<file path="src/rtl/playback_scheduler_if.sv">
// Command/status bundle between mode logic (master) and playback_scheduler (slave).
//   master drives: start, stop, pause, next, prev, repeat_en, song_sel, track_len, note_over
//   slave drives : song_id, note_idx, snd_en, busy, song_done, state
interface playback_scheduler_if #(
  parameter int unsigned SONG_BITS = 3,
  parameter int unsigned CNT_BITS  = 8
);
  logic                 start;
  logic                 stop;
  logic                 pause;
  logic                 next;
  logic                 prev;
  logic                 repeat_en;
  logic [SONG_BITS-1:0] song_sel;
  logic [CNT_BITS-1:0]  track_len;
  logic                 note_over;
  logic [SONG_BITS-1:0] song_id;
  logic [CNT_BITS-1:0]  note_idx;
  logic                 snd_en;
  logic                 busy;
  logic                 song_done;
  logic [2:0]           state;

  modport master (
    output start, stop, pause, next, prev, repeat_en, song_sel, track_len, note_over,
    input  song_id, note_idx, snd_en, busy, song_done, state
  );

  modport slave (
    input  start, stop, pause, next, prev, repeat_en, song_sel, track_len, note_over,
    output song_id, note_idx, snd_en, busy, song_done, state
  );
endinterface

</file>
<file path="src/rtl/playback_scheduler.sv">
// Song/note sequencer for the note-playing engine: selects song and note index in
// the song ROM, gates the engine enable, inserts inter-note gaps and handles
// start/stop/pause/next/prev/repeat commands.
// Ports: clk, rst_n (async, active-low); bus (slave modport) carries commands in
// and song_id/note_idx/snd_en/busy/song_done/state out, all registered.
module playback_scheduler #(
  parameter int unsigned SONG_BITS  = 3,
  parameter int unsigned NUM_SONGS  = 4,
  parameter int unsigned CNT_BITS   = 8,
  parameter int unsigned GAP_CYCLES = 5000000
) (
  input logic                  clk,
  input logic                  rst_n,
  playback_scheduler_if.slave  bus
);

  localparam int unsigned GAP_W    = (GAP_CYCLES > 1) ? $clog2(GAP_CYCLES) : 1;
  localparam int unsigned GAP_LAST = (GAP_CYCLES > 0) ? GAP_CYCLES - 1 : 0;
  localparam logic [SONG_BITS-1:0] SONG_FIRST = SONG_BITS'(1);
  localparam logic [SONG_BITS-1:0] SONG_LAST  = SONG_BITS'(NUM_SONGS);

  typedef enum logic [2:0] {
    S_IDLE  = 3'd0,
    S_LOAD  = 3'd1,
    S_PLAY  = 3'd2,
    S_GAP   = 3'd3,
    S_PAUSE = 3'd4
  } state_t;

  // After a note: silent gap, or straight to the next note when the gap is disabled
  localparam state_t ADV_ST = (GAP_CYCLES == 0) ? S_LOAD : S_GAP;

  state_t               state_q, state_d;
  logic [SONG_BITS-1:0] song_id_q, song_id_d;
  logic [CNT_BITS-1:0]  note_idx_q, note_idx_d;
  logic [GAP_W-1:0]     gap_q, gap_d;
  logic                 snd_en_q, busy_q, done_q, done_d;

  logic                 sel_valid_c;
  logic [SONG_BITS-1:0] song_inc_c, song_dec_c;

  assign sel_valid_c = (bus.song_sel != '0) && (bus.song_sel <= SONG_LAST);
  assign song_inc_c  = (song_id_q >= SONG_LAST)  ? SONG_FIRST : song_id_q + SONG_BITS'(1);
  assign song_dec_c  = (song_id_q <= SONG_FIRST) ? SONG_LAST  : song_id_q - SONG_BITS'(1);

  // Next-state and datapath updates; commands are resolved by priority before note_over
  always_comb begin
    state_d    = state_q;
    song_id_d  = song_id_q;
    note_idx_d = note_idx_q;
    gap_d      = '0;
    done_d     = 1'b0;

    if (state_q == S_IDLE) begin
      if (bus.start && sel_valid_c) begin
        song_id_d  = bus.song_sel;
        note_idx_d = '0;
        state_d    = S_LOAD;
      end
    end else if (bus.stop) begin
      state_d    = S_IDLE;
      song_id_d  = '0;
      note_idx_d = '0;
    end else if (bus.start) begin
      // Invalid restart request behaves as stop
      song_id_d  = sel_valid_c ? bus.song_sel : '0;
      note_idx_d = '0;
      state_d    = sel_valid_c ? S_LOAD : S_IDLE;
    end else if (bus.next) begin
      song_id_d  = song_inc_c;
      note_idx_d = '0;
      state_d    = bus.pause ? S_PAUSE : S_LOAD;
    end else if (bus.prev) begin
      // Mid-song prev rewinds; at the first note it steps back a song
      if (note_idx_q == '0) song_id_d = song_dec_c;
      note_idx_d = '0;
      state_d    = bus.pause ? S_PAUSE : S_LOAD;
    end else begin
      unique case (state_q)
        S_LOAD:  state_d = bus.pause ? S_PAUSE : S_PLAY;
        S_PLAY: begin
          if (bus.pause) begin
            state_d = S_PAUSE;
          end else if (bus.note_over) begin
            if (note_idx_q < bus.track_len) begin
              note_idx_d = note_idx_q + CNT_BITS'(1);
              state_d    = ADV_ST;
            end else if (bus.repeat_en) begin
              note_idx_d = '0;
              state_d    = ADV_ST;
            end else begin
              done_d     = 1'b1;
              song_id_d  = '0;
              note_idx_d = '0;
              state_d    = S_IDLE;
            end
          end
        end
        S_GAP: begin
          if (bus.pause) begin
            state_d = S_PAUSE;
          end else if (gap_q == GAP_W'(GAP_LAST)) begin
            state_d = S_LOAD;
          end else begin
            gap_d = gap_q + GAP_W'(1);
          end
        end
        S_PAUSE: if (!bus.pause) state_d = S_LOAD;
        default: state_d = S_IDLE;
      endcase
    end
  end

  // State and registered outputs
  always_ff @(posedge clk or negedge rst_n) begin
    if (!rst_n) begin
      state_q    <= S_IDLE;
      song_id_q  <= '0;
      note_idx_q <= '0;
      gap_q      <= '0;
      snd_en_q   <= 1'b0;
      busy_q     <= 1'b0;
      done_q     <= 1'b0;
    end else begin
      state_q    <= state_d;
      song_id_q  <= song_id_d;
      note_idx_q <= note_idx_d;
      gap_q      <= gap_d;
      snd_en_q   <= (state_d == S_PLAY);
      busy_q     <= (state_d != S_IDLE);
      done_q     <= done_d;
    end
  end

  assign bus.state     = state_q;
  assign bus.song_id   = song_id_q;
  assign bus.note_idx  = note_idx_q;
  assign bus.snd_en    = snd_en_q;
  assign bus.busy      = busy_q;
  assign bus.song_done = done_q;

endmodule

</file>
<file path="src/flat_wrapper.sv">
// flat-port wrapper written by rule: the top's interface ports become plain ports
module playback_scheduler_flat 
#(
  parameter int unsigned SONG_BITS  = 3,
  parameter int unsigned NUM_SONGS  = 4,
  parameter int unsigned CNT_BITS   = 8,
  parameter int unsigned GAP_CYCLES = 5000000
)
  (clk, rst_n, bus_start, bus_stop, bus_pause, bus_next, bus_prev, bus_repeat_en, bus_song_sel, bus_track_len, bus_note_over, bus_song_id, bus_note_idx, bus_snd_en, bus_busy, bus_song_done, bus_state);
  playback_scheduler_if #(.SONG_BITS(SONG_BITS), .CNT_BITS(CNT_BITS)) bus_i ();
  input logic clk;
  input logic rst_n;
  input wire logic [$bits(bus_i.start)-1:0] bus_start;
  input wire logic [$bits(bus_i.stop)-1:0] bus_stop;
  input wire logic [$bits(bus_i.pause)-1:0] bus_pause;
  input wire logic [$bits(bus_i.next)-1:0] bus_next;
  input wire logic [$bits(bus_i.prev)-1:0] bus_prev;
  input wire logic [$bits(bus_i.repeat_en)-1:0] bus_repeat_en;
  input wire logic [$bits(bus_i.song_sel)-1:0] bus_song_sel;
  input wire logic [$bits(bus_i.track_len)-1:0] bus_track_len;
  input wire logic [$bits(bus_i.note_over)-1:0] bus_note_over;
  output wire logic [$bits(bus_i.song_id)-1:0] bus_song_id;
  output wire logic [$bits(bus_i.note_idx)-1:0] bus_note_idx;
  output wire logic [$bits(bus_i.snd_en)-1:0] bus_snd_en;
  output wire logic [$bits(bus_i.busy)-1:0] bus_busy;
  output wire logic [$bits(bus_i.song_done)-1:0] bus_song_done;
  output wire logic [$bits(bus_i.state)-1:0] bus_state;
  assign bus_i.start = bus_start;
  assign bus_i.stop = bus_stop;
  assign bus_i.pause = bus_pause;
  assign bus_i.next = bus_next;
  assign bus_i.prev = bus_prev;
  assign bus_i.repeat_en = bus_repeat_en;
  assign bus_i.song_sel = bus_song_sel;
  assign bus_i.track_len = bus_track_len;
  assign bus_i.note_over = bus_note_over;
  assign bus_song_id = bus_i.song_id;
  assign bus_note_idx = bus_i.note_idx;
  assign bus_snd_en = bus_i.snd_en;
  assign bus_busy = bus_i.busy;
  assign bus_song_done = bus_i.song_done;
  assign bus_state = bus_i.state;
  playback_scheduler #(.SONG_BITS(SONG_BITS), .NUM_SONGS(NUM_SONGS), .CNT_BITS(CNT_BITS), .GAP_CYCLES(GAP_CYCLES)) u_core (.clk(clk), .rst_n(rst_n), .bus(bus_i));
endmodule
</file>
<file path="config.mk">
export PLATFORM = sky130hd
export DESIGN_NAME = playback_scheduler_flat
export DESIGN_NICKNAME = d
export VERILOG_FILES = /design/src/rtl/playback_scheduler_if.sv /design/src/rtl/playback_scheduler.sv /design/src/flat_wrapper.sv
export SDC_FILE = /design/constraint.sdc
export NUM_CORES = 1
export LEC_CHECK = 0
export ABC_AREA = 1
export ABC_CLOCK_PERIOD_IN_PS = 2550
export CORE_ASPECT_RATIO = 0.9
export CORE_MARGIN = 8
export CORE_UTILIZATION = 43
export DETAILED_ROUTE_END_ITERATION = 16
export PLACE_DENSITY = 0.65
export SLEW_MARGIN = 10
export SYNTH_ARGS = -nofsm -noshare
export SYNTH_HDL_FRONTEND = slang
export SYNTH_SLANG_ARGS = --single-unit
</file>
<file path="constraint.sdc">
create_clock -name clk -period 2.55 [get_ports clk]
set_input_delay 0.3825 -clock clk [delete_from_list [all_inputs] [get_ports clk]]
set_output_delay 0.3825 -clock clk [all_outputs]
set_load 0.01 [all_outputs]
</file>
== Word-level counts from Yosys, hierarchy flattened ==
Cells that the tools add are included.
Storage, ports and cells
  flip-flop bits (word level): 40
  bits in latches: 0
  bits in writable memories: 0
  memory bits (read-only): 0
  bits of input ports: 20
  logic and storage cells: 96
  memories: 0
Cells by class
  add/subtract/negate cells: 4
  $mul: 0
  divide/modulo/power cells: 0
  magnitude comparators: 4
  equal/unequal tests: 11
  shift operators: 0
  multiplexer cells: 60
  bitwise operators: 0
  reduce and logical (&&, ||, !) cells: 10
Operators by type and width (number)
  23-bit two-way mux: 8
  3-bit two-way mux: 29
  8-bit two-way mux: 10
  23-bit by 1-bit adder with 23-bit output, second input constant: 1
  23-bit equality test, second input constant: 1
  6-bit by 5-bit != test with 1-bit output, second input constant: 2
  3-bit case mux with 4 select lines: 1
  6-bit nonzero test: 2
  1-bit two-way mux: 11
  3-bit by 2-bit equality test with 1-bit output, second input constant: 3
  8-bit by 1-bit adder with 8-bit output, second input constant: 1
  8-bit zero test: 1
  8-bit < comparator: 1
  7-bit AND reduction: 1
  6-bit by 3-bit != test with 1-bit output, second input constant: 1
  6-bit by 4-bit != test with 1-bit output, second input constant: 1
  3-bit nonzero test: 2
  4-bit AND reduction: 1
  3-bit by 1-bit adder with 3-bit output, second input constant: 1
  3-bit by 1-bit equality test with 1-bit output, second input constant: 1
  3-bit equality test, second input constant: 1
  3-bit greater-or-equal comparator, second input constant: 1
  3-bit by 1-bit <= comparator with 1-bit output, second input constant: 1
  3-bit <= comparator, second input constant: 1
  5 further kinds: 6

== Longest topological paths before layout ==
Gate-level depths: netlist of the first run.
  depth after elaboration: 11
  depth in mapped cells: 16
  depth with buffers taken out: 16

== Least setup slack after synthesis of the first run ==
OpenSTA, ideal clock, no wires.
  kind: reg2reg
  start: reg u_core.note_idx_q[5] (netlist: u_core.bus.note_idx[5])
  end: reg u_core.song_id_q[2] (netlist: u_core.bus.song_id[2])
  library setup time: 0.127 ns
  data arrival time: 1.520 ns
  data required time: 2.423 ns
  setup slack: 0.903 ns
  stages on the path, launching flop included: 9
  buffers on the path: 0
  clock period less this slack: 1.647 ns
  path through: dfrtp_1 ha_1 a21oi_1 o21a_1 nand2_1 o21ai_2 nor2_4 nand2_1 o21ai_0
On the way
  cells in the longest elaborated chain, start to end: 3
  elaborated cells on any way between the ends: 5
  classes of those cells: 1 x order compare; 2 x eq/ne; 2 x reduce/logical
Ends and longest elaborated chain
  start: declaration: line playback_scheduler.sv:35  | logic [CNT_BITS-1:0] note_idx_q, note_idx_d;
  start signal: assignment: line playback_scheduler.sv:127  | note_idx_q <= note_idx_d;
  8-bit < comparator / 8-bit zero test (equally long branches): line playback_scheduler.sv:85, playback_scheduler.sv:75
  6-bit by 5-bit != test with 1-bit output (no line) / 6-bit by 4-bit != test with 1-bit output (equally long branches)
  7-bit AND reduction (no line) (*)
  end signal: assignment: line playback_scheduler.sv:126  | song_id_q <= song_id_d;
  end: declaration: line playback_scheduler.sv:34  | logic [SONG_BITS-1:0] song_id_q, song_id_d;
Every way passes the cells marked *; elsewhere a longest branch is shown, timed or not.
A chain may end at the register's enable or synchronous reset.

== Final worst setup path of the first run ==
  start: in bus_track_len[5]
  end: reg u_core.song_id_q[1] (netlist: u_core.bus.song_id[1])
On the way
  cells in the longest elaborated chain, start to end: 3
Ends and longest elaborated chain
  start: declaration: line flat_wrapper.sv:20  | input wire logic [$bits(bus_i.track_len)-1:0] bus_track_len;
  8-bit < comparator: line playback_scheduler.sv:85  | if (note_idx_q < bus.track_len) begin
  6-bit by 5-bit != test with 1-bit output (no line)
  7-bit AND reduction (no line)
No other way between the ends.

==> out/qor.txt, run 1 <==
PwrDens - 441 nW/um2
post-CTS resize count - 0
Psw - 0.000394 W
final worst path period share - 78.4%
drt first pass iters - 5
root buffer cell - clkbuf_8
die width - 97.6 um
core area - 5730 um2
Worst Path Arrival - 2.17 ns
Clk pwr share - 30.0%
clock sinks - 40
metal1 wirelength - 2.68 mm
Mapped Avg Cell Area - 7.64 um2
Critical R2R Capture - u_core.bus.song_id[1]
share of layout cells above drive strength 1 - 10.0%
Die Area - 8720 um2
Initial Util - 45.0%
clk buf depth - 2
worst slew pin tran - 0.906 ns
PortBufs - 36
Final Core Density - 53.9%
total CTS buffers - 5
VDD IR max - 0.258 mV
Slowest cell on crit path - clkdlybuf4s50_1
Worst Setup SP - bus_track_len[5]
Synth Net Count - 372
pin count of the biggest net entering global routing - 41
fin. max-slew vios - 0
Post-Syn Instances - 337
CP Class - input port to register
met2 routed WL - 2.45 mm
Slowest Stage Delay on Critical Path - 0.47 ns
outcome - finished, final reports clean
RSZ-0062 raised after global routing - false
wire length on met3 - 231 um
Clock Skews - 0.00405 ns
RR Startpoint - u_core.bus.note_idx[5]
Seq pwr share - 49.7%
vias in the first global route - 2280
path category of the worst min-delay check - input port to async pin
CTS tree - yes
Worst Setup EP - u_core.bus.song_id[1]
Netlist cell types - 34
max-cap violations - 0
Worst EP required - 2.72 ns
TNS Setup - 0 ns
Area growth, synth to finish - 19.9%
antenna cells - 0
worst path cell trace - clkdlybuf4s50_1 -> inv_1 -> ha_1 -> a21oi_1 -> o21a_1 -> nand2_1 -> o21ai_2 -> nor2_4 -> nand2_1 -> o21ai_0
final-report setup violation count - 0
Combinational Power Share - 20.3%
Final HPWL DP - 4.30 mm
max_slew headroom - 39.6%
synthesized flop and latch total - 40
R2R cell count - 8
antenna violations before repair - 0
clk slew on worst S/H paths - 0.08 ns
Int Pwr - 0.000967 W
first-pass GRT wire length - 9.98 mm
final wirelength - 5.48 mm
antenna viol nets, final - 0
startpoint types - input port
drt wl/cell - 12.2 um
CTS Hold Buffers Added - 0
Tmin final - 2.00 ns
final hold violations - 0
leakage - 1.45 nW
CP most frequent cell - nand2_1
top sig layer - met4
# IOs - 37
FMAX - 0.500 GHz
drc violations - 0
die height - 89.4 um
Fillers - 558
Sw Share - 28.9%
H-tree lvl count - 2
setup bufs post-CTS - 0
worst skew pair latency - 0.29 ns
Crit Path Max Fanout - 7
Total Routing Usage GR - 13.7%
Placer Congestion - 0.837
synthesized cell area - 2570 um2
routed vias/inst - 4.93
global route total overflow - 0
row count - 26
r2r setup slk - 0.65 ns
initial DRC count - 69
Syn. warnings - 0
vias post-DR - 2217
sequential share of the synthesized area - 38.9%
Final nets - 415
CP Capture Type - register
cells in the mapped netlist:
| cell | number | area, um2 |
|---|---|---|
| o21ai_0 | 13 | 65.1 |
| nor4_4 | 1 | 21.3 |
| nand4_4 | 1 | 21.3 |
| o21ai_2 | 1 | 8.76 |
| nor3_1 | 10 | 50.1 |
| o21a_1 | 4 | 30.0 |
| o21ai_1 | 6 | 30.0 |
| nor4_1 | 3 | 18.8 |
| nor3_2 | 1 | 10.0 |
| inv_1 | 58 | 218 |
| nor2_2 | 4 | 25.0 |
| nand2_1 | 63 | 236 |
| a21oi_1 | 23 | 115 |
| nor2_1 | 39 | 146 |
| nor3_4 | 1 | 16.3 |
| o22ai_1 | 1 | 6.26 |
| nand4_2 | 1 | 12.5 |
| ha_1 | 15 | 188 |
| a211oi_1 | 1 | 7.51 |
| xnor2_1 | 1 | 8.76 |
| dfrtp_1 | 40 | 1000 |
| nand4_1 | 9 | 56.3 |
| and3_1 | 1 | 6.26 |
| nor3b_2 | 1 | 12.5 |
| o211ai_1 | 1 | 7.51 |
| nor2_4 | 4 | 45.0 |
| nand3_2 | 3 | 30.0 |
| nand2_2 | 3 | 18.8 |
| o32ai_1 | 1 | 8.76 |
| xor2_1 | 2 | 17.5 |
| nand3_1 | 15 | 75.1 |
| inv_2 | 7 | 26.3 |
| nor4_2 | 1 | 12.5 |
| buf_6 | 2 | 22.5 |
per-stage QoR:
stage | setup slack (ns) | power (W) | std cells | hold slack [ns] | cell area (um2)
3_5_place_dp | 0.222 | 0.000967 | 443 | 0.454 | 3010
3_3_place_gp | 0.252 | 0.000968 | 443 | 0.454 | 3010
5_1_grt | 0.380 | 0.00145 | 450 | 0.301 | 3090
4_1_cts | 0.538 | 0.00138 | 450 | 0.253 | 3090
6_report | 0.550 | 0.00136 | 450 | 0.220 | 3090
2_1_floorplan | 0.903 | 0.000846 | 337 | 0.0869 | 2570
sequential cells by signal, summed over array words and instances, names as in the netlist:
register and cells:
u_core.gap_q 23, u_core.bus.note_idx 8, u_core.bus.song_id 3, u_core.bus.state 3
u_core.bus.busy 1, u_core.bus.snd_en 1, u_core.bus.song_done 1
power by group through the flow:
stage | registers [W] | logic [W] | clock network (W)
global placement | 0.000690 | 0.000279 | 0
finish | 0.000677 | 0.000276 | 0.000408
floorplan | 0.000696 | 0.000149 | 0
detailed placement | 0.000689 | 0.000278 | 0
global route | 0.000681 | 0.000317 | 0.000452
CTS | 0.000677 | 0.000281 | 0.000424
layout make-up:
type	count	area (um2)	share of cell area [%]
clock inverters	1	5.00	0.162
repair buffers	38	370	12.0
clock buffers	6	72.6	2.35
inverters	65	244	7.90
multi-input cells	230	1310	42.3
well taps	70	87.6	2.84
flip-flops and latches	40	1000	32.4
layout by cell type, fill, tap and decap left out, types with 2 or more instances in the layout:
cell / netlist / final
clkdlybuf4s50_1: 0 / 35
o21ai_0: 13 / 13
nor2_2: 4 / 4
nor4_1: 3 / 3
ha_1: 15 / 15
nand2_1: 63 / 63
o21ai_1: 6 / 6
inv_1: 58 / 58
buf_4: 0 / 2
clkbuf_8: 0 / 5
dfrtp_1: 40 / 40
nor2_4: 4 / 4
nor2_1: 39 / 39
inv_2: 7 / 7
nand3_1: 15 / 15
xor2_1: 2 / 2
a21oi_1: 23 / 23
nor3_1: 10 / 10
nand2_2: 3 / 3
o21a_1: 4 / 4
nand3_2: 3 / 3
nand4_1: 9 / 9
worst min path at each step:
stage / to / cells after the start
floorplan: u_core.bus.busy / 0
global placement: u_core.gap_q[0] / 1
detailed placement: u_core.gap_q[0] / 1
CTS: u_core.gap_q[2] / 1
global route: u_core.gap_q[2] / 1
finish: u_core.gap_q[2] / 1
worst max-delay path, delay by kind of cell:
| family | cells | cell delay [ns] |
|---|---|---|
| AO/OA/AOI/OAI | 4 | 0.74 |
| AND/OR/NAND/NOR | 3 | 0.27 |
| adder cells (fa/ha/maj) | 1 | 0.28 |
| buffers and inverters | 2 | 0.51 |
kinds of logic after synthesis:
| family | after synthesis | synth area share (%) |
|---|---|---|
| simple gates | 161 | 31.6 |
| fa+ha+maj | 15 | 7.29 |
| buf+inv | 67 | 10.4 |
| flops | 40 | 38.9 |
| compound gates | 51 | 10.8 |
| xor+xnor | 3 | 1.02 |
layer usage:
| metal | up-vias | GRT usage (%) |
|---|---|---|
| met3 | 13 | 3.32 |
| li1 | 1173 | - |
| met5 | - | 0 |
| met4 | 0 | 6.32 |
| met2 | 50 | 22.1 |
| met1 | 981 | 17.0 |
(Power assumes the default switching activity.)
==> run 2, diff against run 1 <==
Settings changed: ABC_CLOCK_PERIOD_IN_PS 2550 to 1600, PLACE_DENSITY 0.65 to 0.68.
Clock period 2.55 ns to 1.6 ns, I/O delays scaled along.
==> out/qor.txt, run 2 (synthesized netlist as in run 1, its figures left out) <==
outcome - complete, but fails checks
failing checks - negative setup slack
Final Core Density - 67.7%
Hold WS - 0.00530 ns
die height - 89.4 um
worst skew pair latency - 0.29 ns
VDD IR max - 0.661 mV
Top reg by flops - u_core.gap_q
pin count of the biggest net entering global routing - 41
Fillers - 455
met2 track demand over resource - 28.0%
FMAX - 0.582 GHz
Final nets - 482
initial DRC count - 82
H-tree lvl count - 2
max_slew headroom - 65.6%
# IOs - 37
clk buf depth - 2
root buffer cell - clkbuf_8
max reg flops - 23
antenna viol nets, final - 0
total CTS buffers - 5
RSZ-0062 raised after global routing - true
antenna cells - 0
dpl cell area - 3340 um2
Top Family by Delay on Critical Path - simple AND/OR/NAND/NOR gates
R2R cell count - 12
Worst EP required - 1.82 ns
CP Class - register to register
Area growth, synth to finish - 50.6%
Tmin final - 1.72 ns
drc violations - 0
Slowest cell on crit path - dfrtp_1
TNS Setup - -1.22 ns
leakage - 1.99 nW
PortBufs - 36
share of layout cells above drive strength 1 - 33.9%
routed vias/inst - 4.97
worst path cell trace - buf_4 -> nand2_1 -> inv_1 -> a21oi_1 -> nand3_1 -> nand2_1 -> nor2_1 -> nand2_1 -> nand2_1 -> nand2_2 -> nand2_2 -> nor2_1
final worst path period share - 107%
r2r setup slk - -0.12 ns
Slowest Stage Delay on Critical Path - 0.41 ns
commonest cells after routing, fill and taps aside - 64 x buf_4, 54 x nand2_1, 52 x inv_1
final wirelength - 6.71 mm
Die Area - 8720 um2
CP Capture Type - register
final-report setup violation count - 24
global route total overflow - 0
most common cell after layout, fill and taps aside - buf_4
first-pass GRT wire length - 10.7 mm
Total Routing Usage GR - 14.7%
max-cap violations - 0
CP most frequent cell - nand2_1
path category of the worst min-delay check - input port to async pin
row count - 26
PwrDens - 616 nW/um2
Worst Path Buf+Inv - 2
fin. max-slew vios - 0
die width - 97.6 um
clock sinks - 40
Crit Path Max Fanout - 3
antenna violations before repair - 0
Finished Cell Area - 3880 um2
Clock Skews - 0.00842 ns
gr busiest metal - met2
startpoint types - register
Critical R2R Capture - u_core.bus.snd_en
clk slew on worst S/H paths - 0.08 ns
worst slew pin tran - 0.516 ns
met3 usage - 3.48%
Final HPWL DP - 4.66 mm
vias in the first global route - 2520
CTS Hold Buffers Added - 0
Design Power - 0.00239 W
CTS tree - yes
grt met1 use - 16.3%
Initial Util - 45.0%
vias post-DR - 2573
drt first pass iters - 5
drt wl/cell - 13.0 um
Worst Path Arrival - 1.94 ns
core area - 5730 um2
final hold violations - 0
Final WS setup - -0.118 ns
RR Startpoint - u_core.bus.state[0]
Placer Congestion - 0.846
==> run 2: changes by cell type in the layout (fill, tap and decap cells not counted), sizes merged <==
cell / previous run / this run
clkinv: 1 / 0
dlygate4sd2: 0 / 10
clkdlybuf4s50: 35 / 15
dlymetal6s2s: 0 / 10
clkbuf: 6 / 8
buf: 3 / 70
==> run 2: worst max path at each step <==
| stage | start | slack (ns) | cells after the start | endpoint |
|---|---|---|---|---|
| 2_1_floorplan | u_core.bus.note_idx[5] | -0.05 | 8 | u_core.bus.song_id[2] |
| 3_3_place_gp | bus_song_sel[0] | -0.48 | 10 | u_core.bus.note_idx[5] |
| 3_5_place_dp | bus_song_sel[1] | -0.51 | 10 | u_core.bus.note_idx[5] |
| 4_1_cts | u_core.bus.note_idx[1] | -0.12 | 15 | u_core.bus.snd_en |
| 5_1_grt | u_core.bus.state[2] | -0.26 | 13 | u_core.bus.snd_en |
| 6_report | u_core.bus.state[0] | -0.12 | 12 | u_core.bus.snd_en |
==> run 2: per-stage QoR <==
| step | std cells | worst slack, ns |
|---|---|---|
| finish | 518 | -0.118 |
| global route | 518 | -0.256 |
| CTS | 506 | -0.115 |
| detailed placement | 487 | -0.511 |
| global placement | 487 | -0.485 |
| floorplan | 337 | -0.0468 |
==> run 2: cell type report <==
cell class	count	area [um2]	area share [%]
multi-input cells	230	1550	39.9
flip-flops and latches	40	1000	25.8
repair buffers	105	898	23.2
inverters	65	251	6.49
clock buffers	8	90.1	2.32
well taps	70	87.6	2.26
==> run 2: per-layer routing <==
layer,routed length [um],share of wire (%)
met1,2960,44
met2,3510,52
met3,212,3.2
met4,26,0.39
met5,0,0
==> run 2: timing repair <==
action                     CTS  global route
setup buffers               10            13
setup endpoints to repair   25            43
gates resized for setup     41            48
pin swaps                   22            31
cloned                       1             0
==> run 2: worst register-to-register path, delay by kind of cell, from the launching register on <==
kind            cells  cell delay [ns]
simple gates        9             0.78
flops               1             0.41
buf+inv             2             0.25
compound gates      1             0.20
==> run 2: where the power goes <==
group	internal, W	switching, W	total [W]
clock	0.000352	0.000344	0.000697
sequential	0.00104	0.0000303	0.00107
combinational	0.000307	0.000312	0.000620
total	0.00170	0.000687	0.00239
==> run 3, diff against run 2 <==
Settings changed: ABC_AREA 1 to unset, CTS_CLUSTER_SIZE set to 40, SETUP_SLACK_MARGIN set to 0.02.
==> out/qor.txt, run 3 <==
Worst EP required - 1.78 ns
Worst Path Arrival - 2.31 ns
CP Class - register to register
PwrDens - 615 nW/um2
core area - 5630 um2
final worst path period share - 133%
placed insts - 443
antenna violations before repair - 0
Synth Net Count - 310
Psw - 0.000658 W
RSZ-0062 raised after global routing - true
global route total overflow - 0
Seq pwr share - 43.1%
Area growth, synth to finish - 61.0%
Final WS setup - -0.536 ns
Synth area leaders - dfrtp_1 40%, ha_1 7.5%, xor2_1 4.9%, nor2_1 4.2%, inv_1 3.5%
row count - 26
path category of the worst min-delay check - input port to async pin
Int Pwr - 0.00181 W
Combinational Power Share - 22.5%
clk buf depth - 2
CTS tree - yes
outcome - complete, but fails checks
die height - 88.2 um
failing checks - negative setup slack
worst skew pair latency - 0.30 ns
Post-synth EDFFs - 0
Design Power - 0.00247 W
leakage - 1.86 nW
Mapped Avg Cell Area - 9.06 um2
Top reg by flops - u_core.gap_q
final hold violations - 0
Die Area - 8490 um2
drt wl/cell - 15.2 um
Post-Syn Instances - 275
pin count of the biggest net entering global routing - 20
Slowest cell on crit path - or4b_4
FMAX - 0.468 GHz
grt met1 use - 22.8%
Clk pwr share - 34.4%
Slowest Stage Delay on Critical Path - 0.46 ns
Initial Util - 44.3%
TNS Setup - -8.66 ns
total CTS buffers - 5
async set-reset flop share out of synthesis - 100%
final-report setup violation count - 39
gr busiest metal - met2
startpoint types - register
sequential share of the synthesized area - 40.2%
VDD IR max - 0.458 mV
max reg flops - 23
Sw Share - 26.7%
initial DRC count - 96
root buffer cell - clkbuf_8
Placer Congestion - 0.862
H-tree lvl count - 2
Crit Path Max Fanout - 3
Finished Layout Cells - 463
Syn. warnings - 0
drc violations - 0
die width - 96.2 um
Commonest cells post-synth - 40 x dfrtp_1, 28 x nor2_1, 23 x inv_1
final wirelength - 7.03 mm
post-synth top area cell - dfrtp_1
share of layout cells above drive strength 1 - 37.7%
fin. max-slew vios - 0
worst path cell trace - inv_2 -> ha_4 -> or4b_4 -> nor4_4 -> nor4b_2 -> a311o_2 -> mux2_1
most common cell after layout, fill and taps aside - buf_4
vias in the first global route - 2457
synthesized cell area - 2490 um2
met2 track demand over resource - 26.9%
Final Core Density - 71.3%
Final nets - 427
clk slew on worst S/H paths - 0.09 ns
CP Capture Type - register
worst slew pin tran - 0.385 ns
Final HPWL DP - 4.71 mm
drt first pass iters - 4
Tmin final - 2.14 ns
Total Routing Usage GR - 17.1%
most common cell in the netlist - dfrtp_1
vias post-DR - 2485
PortBufs - 36
clock sinks - 40
Top FF cell, synth - dfrtp_1
Clock Skews - 0.0140 ns
synthesized flop and latch total - 40
# IOs - 37
met3 usage - 3.56%
routed vias/inst - 5.37
commonest cells after routing, fill and taps aside - 68 x buf_4, 37 x dfrtp_1, 21 x inv_1
antenna cells - 0
max_slew headroom - 74.3%
antenna viol nets, final - 0
Netlist cell types - 48
max-cap violations - 0
first-pass GRT wire length - 11.6 mm
Yosys top cell area share - 40.2%
-- run 3: cell count changes in the layout (fill, tap and decap cells not counted), moves of 7 or more --
| cell | delta |
|---|---|
| inv_1 | -31 |
| nand2_2 | -9 |
| and3_1 | +8 |
| dlymetal6s2s_1 | -9 |
| nand2_1 | -35 |
| dlygate4sd2_1 | +7 |
| inv_2 | -10 |
| xor2_1 | +12 |
| nor2_1 | -29 |
-- run 3: logic make-up after synthesis --
| kind of cell | synth area share [%] |
|---|---|
| buffers and inverters | 4.52 |
| adder cells (fa/ha/maj) | 7.53 |
| multiplexers | 1.36 |
| AO/OA/AOI/OAI | 13.7 |
| AND/OR/NAND/NOR | 25.7 |
| XOR/XNOR | 7.03 |
| flip-flops | 40.2 |
-- run 3: what timing repair did --
action,4_1_cts,5_1_grt
hold buffers,1,0
cloned,3,0
setup endpoints to repair,52,41
resized for setup,60,36
setup buffers,7,3
hold endpoints to repair,12,0
pin swaps,15,10
-- run 3: metal layers --
layer / up-vias / part of all wire (%)
li1: 1222 / -
met1: 1207 / 45
met2: 49 / 50
met3: 7 / 3.9
met4: 0 / 1.1
met5: - / 0
-- run 3: critical path, delay by kind of cell (launching register included) --
kind	cells	cell delay (ns)
multiplexers	1	0.32
AND/OR/NAND/NOR	3	0.74
buffers and inverters	1	0.06
adder cells (fa/ha/maj)	1	0.12
flip-flops	1	0.42
AO/OA/AOI/OAI	1	0.37
-- run 3: layout make-up --
type / count / area, um2
inverters: 23 / 86.3
multi-input cells: 206 / 1670
clock inverters: 3 / 42.5
fillers: 413 / 1620
clock buffers: 5 / 68.8
flip-flops and latches: 40 / 1000
repair buffers: 116 / 1050
well taps: 70 / 87.6
-- run 3: power by group through the flow --
stage	clock network [W]	registers (W)	logic (W)
4_1_cts	0.000855	0.00106	0.000539
3_5_place_dp	0	0.00108	0.000536
2_1_floorplan	0	0.00111	0.000205
5_1_grt	0.000903	0.00107	0.000612
3_3_place_gp	0	0.00108	0.000525
6_report	0.000847	0.00106	0.000555
-- run 3: through the flow --
stage	cell area, um2	setup slack (ns)	hold slack [ns]
3_5_place_dp	3470	-0.745	0.162
4_1_cts	3860	-0.552	0.367
2_1_floorplan	2530	-0.476	-0.0556
6_report	4010	-0.536	0.357
3_3_place_gp	3470	-0.714	0.159
5_1_grt	4010	-0.622	0.382
-- run 3: worst paths after layout --
| path | startpoint | depth (start not counted) | slack [ns] | end |
|---|---|---|---|---|
| worst max-delay path | u_core.bus.note_idx[1] | 7 | -0.54 | u_core.bus.song_id[0] |
| worst min-delay path | rst_n | 2 | 0.36 | u_core.gap_q[5] |
| worst max register to register | u_core.bus.note_idx[1] | 7 | -0.54 | u_core.bus.song_id[0] |
| worst min register to register | u_core.gap_q[0] | 2 | 0.57 | u_core.gap_q[0] |
| max in group asynchronous | rst_n | 3 | 0.77 | u_core.bus.note_idx[5] |
| min in group clk | bus_next | 5 | 0.57 | u_core.bus.song_done |
